<file path="config.mk">
export PLATFORM = sky130hd
export DESIGN_NAME = spi_controller
export DESIGN_NICKNAME = d
export VERILOG_FILES = /design/src/rtl/spi_controller.sv
export SDC_FILE = /design/constraint.sdc
export NUM_CORES = 1
export LEC_CHECK = 0
export ABC_CLOCK_PERIOD_IN_PS = 2100
export CAP_MARGIN = 20
export CORE_MARGIN = 2
export CORE_UTILIZATION = 25
export CTS_CLUSTER_DIAMETER = 60
export DETAILED_ROUTE_END_ITERATION = 10
export PLACE_DENSITY = 0.52
export SKIP_CTS_REPAIR_TIMING = 1
export SYNTH_ARGS = -nofsm -noshare
export SYNTH_HDL_FRONTEND = slang
export SYNTH_SLANG_ARGS = --single-unit
</file>
<file path="constraint.sdc">
create_clock -name clk -period 2.1 [get_ports clk]
set_input_delay 0.42 -clock clk [delete_from_list [all_inputs] [get_ports clk]]
set_output_delay 0.42 -clock clk [all_outputs]
set_load 0.01 [all_outputs]
</file>
<file path="src/rtl/spi_controller.sv">
`default_nettype none
// ============================================================================
// Module      : spi_controller
// Description : SPI mode-0 initiator for 16-bit register frames, MSB first,
//               with programmable SCLK divider and chip-select timing.
// Revision    : 1.0 - initial release
// ============================================================================

module spi_controller #(
    parameter int CLK_DIV  = 4,
    parameter int CS_SETUP = 2,
    parameter int CS_HOLD  = 2,
    parameter int CS_IDLE  = 4
) (
    input  logic        clk,
    input  logic        rst,
    input  logic        req_valid,
    output logic        req_ready,
    input  logic        req_rw,
    input  logic [6:0]  req_addr,
    input  logic [7:0]  req_data,
    output logic [15:0] rx_data,
    output logic        done,
    output logic        busy,
    output logic        sclk,
    output logic        copi,
    input  logic        cipo,
    output logic        ncs
);

    localparam int c_MAX_A   = (CLK_DIV > CS_SETUP) ? CLK_DIV : CS_SETUP;
    localparam int c_MAX_B   = (CS_HOLD > CS_IDLE) ? CS_HOLD : CS_IDLE;
    localparam int c_MAX_CNT = (c_MAX_A > c_MAX_B) ? c_MAX_A : c_MAX_B;
    localparam int c_CW      = $clog2(c_MAX_CNT + 1);

    localparam logic [c_CW-1:0] c_DIV_LAST   = c_CW'(CLK_DIV - 1);
    localparam logic [c_CW-1:0] c_SETUP_LAST = c_CW'(CS_SETUP - 1);
    localparam logic [c_CW-1:0] c_HOLD_LAST  = c_CW'(CS_HOLD - 1);
    // The IDLE cycle in which the next accept can occur is the last high
    // cycle of the inter-frame gap, so GAP itself lasts CS_IDLE-1 cycles.
    localparam logic [c_CW-1:0] c_GAP_LAST   = c_CW'((CS_IDLE > 1) ? (CS_IDLE - 2) : 0);
    localparam bit              c_SKIP_GAP   = (CS_IDLE == 1);

    localparam logic [2:0] c_S_IDLE  = 3'd0;
    localparam logic [2:0] c_S_SETUP = 3'd1;
    localparam logic [2:0] c_S_SHIFT = 3'd2;
    localparam logic [2:0] c_S_HOLD  = 3'd3;
    localparam logic [2:0] c_S_GAP   = 3'd4;

    logic [2:0]      r_state, w_state_next;
    logic [c_CW-1:0] r_cnt, w_cnt_next;
    logic [3:0]      r_bit, w_bit_next;
    logic [14:0]     r_tx, w_tx_next;
    logic [15:0]     r_rx, w_rx_next;
    logic [15:0]     w_rx_data_next;
    logic            w_sclk_next, w_copi_next, w_ncs_next;
    logic            w_ready_next, w_busy_next, w_done_next;

    logic w_accept, w_shift_tick, w_frame_end, w_gap_end;

    assign w_accept     = req_valid && req_ready && (r_state == c_S_IDLE);
    assign w_shift_tick = (r_state == c_S_SHIFT) && (r_cnt == c_DIV_LAST);
    assign w_frame_end  = (r_state == c_S_HOLD) && (r_cnt == c_HOLD_LAST);
    assign w_gap_end    = ((r_state == c_S_GAP) && (r_cnt == c_GAP_LAST)) ||
                          (w_frame_end && c_SKIP_GAP);

    always_ff @(posedge clk) begin
        if (rst) begin
            r_state   <= c_S_IDLE;
            r_cnt     <= '0;
            r_bit     <= '0;
            r_tx      <= '0;
            r_rx      <= '0;
            rx_data   <= '0;
            sclk      <= 1'b0;
            copi      <= 1'b0;
            ncs       <= 1'b1;
            req_ready <= 1'b1;
            busy      <= 1'b0;
            done      <= 1'b0;
        end else begin
            r_state   <= w_state_next;
            r_cnt     <= w_cnt_next;
            r_bit     <= w_bit_next;
            r_tx      <= w_tx_next;
            r_rx      <= w_rx_next;
            rx_data   <= w_rx_data_next;
            sclk      <= w_sclk_next;
            copi      <= w_copi_next;
            ncs       <= w_ncs_next;
            req_ready <= w_ready_next;
            busy      <= w_busy_next;
            done      <= w_done_next;
        end
    end

    always_comb begin
        w_state_next = r_state;
        w_cnt_next   = r_cnt + 1'b1;
        w_bit_next   = r_bit;
        case (r_state)
            c_S_IDLE: begin
                w_cnt_next = '0;
                if (w_accept) w_state_next = c_S_SETUP;
            end
            c_S_SETUP: begin
                if (r_cnt == c_SETUP_LAST) begin
                    w_state_next = c_S_SHIFT;
                    w_cnt_next   = '0;
                    w_bit_next   = '0;
                end
            end
            c_S_SHIFT: begin
                if (r_cnt == c_DIV_LAST) begin
                    w_cnt_next = '0;
                    // r_bit counts falling edges; the 16th one ends the shift.
                    if (sclk) begin
                        if (r_bit == 4'd15) w_state_next = c_S_HOLD;
                        else                w_bit_next   = r_bit + 4'd1;
                    end
                end
            end
            c_S_HOLD: begin
                if (r_cnt == c_HOLD_LAST) begin
                    w_cnt_next   = '0;
                    w_state_next = c_SKIP_GAP ? c_S_IDLE : c_S_GAP;
                end
            end
            c_S_GAP: begin
                if (r_cnt == c_GAP_LAST) begin
                    w_cnt_next   = '0;
                    w_state_next = c_S_IDLE;
                end
            end
            default: begin
                w_state_next = c_S_IDLE;
                w_cnt_next   = '0;
            end
        endcase
    end

    always_comb begin
        w_tx_next      = r_tx;
        w_rx_next      = r_rx;
        w_rx_data_next = rx_data;
        w_sclk_next    = sclk;
        w_copi_next    = copi;
        w_ncs_next     = ncs;
        w_ready_next   = req_ready;
        w_busy_next    = busy;
        w_done_next    = 1'b0;

        if (w_accept) begin
            w_tx_next    = {req_addr, req_data};
            w_copi_next  = req_rw;
            w_ncs_next   = 1'b0;
            w_ready_next = 1'b0;
            w_busy_next  = 1'b1;
        end

        if (w_shift_tick) begin
            w_sclk_next = ~sclk;
            if (!sclk) begin
                w_rx_next = {r_rx[14:0], cipo};
            end else if (r_bit != 4'd15) begin
                w_copi_next = r_tx[14];
                w_tx_next   = {r_tx[13:0], 1'b0};
            end
        end

        if (w_frame_end) begin
            w_ncs_next     = 1'b1;
            w_rx_data_next = r_rx;
            w_done_next    = 1'b1;
        end

        if (w_gap_end) begin
            w_ready_next = 1'b1;
            w_busy_next  = 1'b0;
            w_copi_next  = 1'b0;
        end
    end

endmodule

`default_nettype wire

</file>
==> impl_metrics.csv <==
group,metric,value,unit
place,postPlaceCellArea,0.00321,sq mm
layout,diodes,0,
cts,cts_tree,"done",
place,gp_congestion,0.776,
layout,n_fill_cell,1095,
layout,multi_input_area,0.00124,sq mm
layout,stdcell_area,0.00340,sq mm
sta,slew_viol_final,0,
drt,drc,0,
floorplanning,die_area,0.0114,sq mm
sta,slew_headroom,70.9,%
sta,grt_setup_unrepaired,"false",
critical_path,critPathRequiredTime,2360,ps
power_and_ir_drop,leakagePower,1.16,nW
layout,syn2layout_area_growth,28.7,%
yosys,synth_top_area_share,47.7,%
cts,cts.clk_slew.worst_paths,70,ps
drt,detail-route-antenna-nets,0,
floorplanning,die_height,107,um
sta,finalSetupViolations,0,
layout,nNetsFinal,370,
critical_path,worst-path-max-fanout,32,
layout,drive_above_1_share,11.2,%
global_route,grt_antenna_before_repair,0,
place,dp.cells,469,
yosys,ys_seq_area_share,47.7,%
global_route,grt_max_degree,33,
cts,insertion_delay,330,ps
layout,final-seq-area,0.00126,sq mm
layout,fin_cells,484,
floorplanning,rows,37,
sta,skew,9.14,ps
yosys,synth_area_leader_cell,"dfxtp_1",
sta,period_needed,1870,ps
global_route,grt_overflow_total,0,
cts,cts.sinks,63,
yosys,yosys_warnings,0,
drt,vias,2172,
critical_path,cp-end-kind,"flop",
global_route,grt_pass1_wl,9980,um
floorplanning,start_util,25.7,%
power_and_ir_drop,peakVddDrop,0.436,mV
yosys,synthFlopType,"dfxtp_1",
drt,first_iter_violations,71,
cts,clockRootBuffer,"clkbuf_8",
yosys,ys_async_sr_fraction,0,%
critical_path,critPathLaunchType,"flop",
layout,layout_commonest_cell,"nand2_1",
yosys,syn_area_per_cell,8.75,sq um
place,numPortBuffers,41,
yosys,syn-num-nets,328,
cts,cts_made_buffers,9,
yosys,ys_ff_latch,63,
yosys,synth_area_leaders,"dfxtp_1, nand2_1, mux2i_1",
sta,max_freq,535,MHz
drt,drt_pass1_iterations,4,
layout,final_cell_mix,"nand2_1, dfxtp_1, clkdlybuf4s50_1",
yosys,synth-edff-count,0,
critical_path,cp.arrival,2130,ps
yosys,ys_types,42,
critical_path,path_class,"flop to flop",
floorplanning,ioPinCount,42,
yosys,synthCells,302,
outcome,outcome,"finished clean",
drt,viasPerCell,4.49,
sta,worst_slack,232,ps
job,drv_cap,0,
sta,worst_pin_slew,437,ps
cts,h-tree-depth,3,
floorplanning,core_area,0.0103,sq mm
drt,wirelength,5750,um
sta,finalCritPeriodShare,89.0,%
place,dp_slack,267,ps
sta,fin_tns_setup,0,ps
global_route,grt_usage,11.0,%
floorplanning,die_w,107,um
worst_hold_path,min-delay-path-class,"flop to flop",
global_route,grt_pass1_vias,2089,
layout,postLayoutCoreUtil,33.1,%
yosys,syn_area,0.00264,sq mm
place,hpwl,3850,um
drt,wire_per_inst,11.9,um
cts,clockBufferDepth,2,
sta,hold_viol,0,
power_and_ir_drop,cellPowerDensity,716,mW/mm^2
-- through the flow --
stage	total power [mW]	hold slack (ps)
finish	2.44	455
detailed placement	1.47	450
CTS	2.49	457
global placement	1.47	446
floorplan	1.39	432
global route	2.56	466
-- kinds of logic after synthesis --
logic type / Yosys count / synth area share (%)
muxes: 16 / 6.06
adders and majority gates: 6 / 2.84
buffers and inverters: 29 / 5.21
and+or+nand+nor: 115 / 20.1
DFF: 63 / 47.7
AOI/OAI and AO/OA: 71 / 17.4
xor gates and xnor gates: 2 / 0.663
-- sequential cells by signal (all words and copies together), names as in the netlist --
signal	cells
r_bit	4
busy	1
r_state	3
copi	1
sclk	1
ncs	1
done	1
rx_data	16
r_rx	16
r_cnt	3
r_tx	15
req_ready	1
-- worst max-delay path, cell delays in order, from the launching register on --
cell	delay, ps
dfxtp_1	380
ha_1	210
ha_1	290
and2_1	260
nand3_1	150
buf_12	210
or2_0	200
a21oi_1	110
-- final cells by class --
type | count | area share (%)
repair buffers | 51 | 14.9
flip-flops and latches | 63 | 37.1
multi-input cells | 210 | 36.6
inverters | 9 | 0.993
well taps | 136 | 5.00
clock buffers | 9 | 3.64
clock inverters | 6 | 1.84
-- path summary, 6_finish.rpt --
path	cells past startpoint	slack [ps]	end	start
min reg2reg	2	460	rx_data[2]	rx_data[2]
max	7	230	r_bit[0]	r_cnt[1]
max reg2reg	7	230	r_bit[0]	r_cnt[1]
min	2	460	rx_data[2]	rx_data[2]
-- per-layer routing --
| layer | global-route usage, % | part of all wire, % | up-vias |
|---|---|---|---|
| li1 | - | - | 1115 |
| met1 | 13.8 | 47 | 1010 |
| met2 | 17.3 | 47 | 43 |
| met3 | 3.77 | 5.0 | 4 |
| met4 | 4.73 | 0.99 | 0 |
| met5 | 0 | 0 | - |
-- cell usage after synthesis (2+ instances only) --
master and number:
nand2_1 69, nor2_1 20, clkbuf_1 13, nor3_1 5, nand3_1 4, buf_4 3, xnor2_1 2, o21ai_0 3
a21oi_2 10, mux2i_1 16, buf_2 2, ha_1 6, a21oi_1 29, dfxtp_1 63, nor3b_4 2, nand3b_1 2
and2_1 2, nand2b_1 2, o21ai_1 5, buf_6 2, a211oi_1 14, inv_1 8
-- report_power, final --
part	switching (mW)	total (mW)	internal [mW]
registers	0.0221	1.25	1.23
logic	0.0834	0.188	0.105
clock network	0.462	0.998	0.536
No activity file was read; power rests on OpenSTA's default activity.
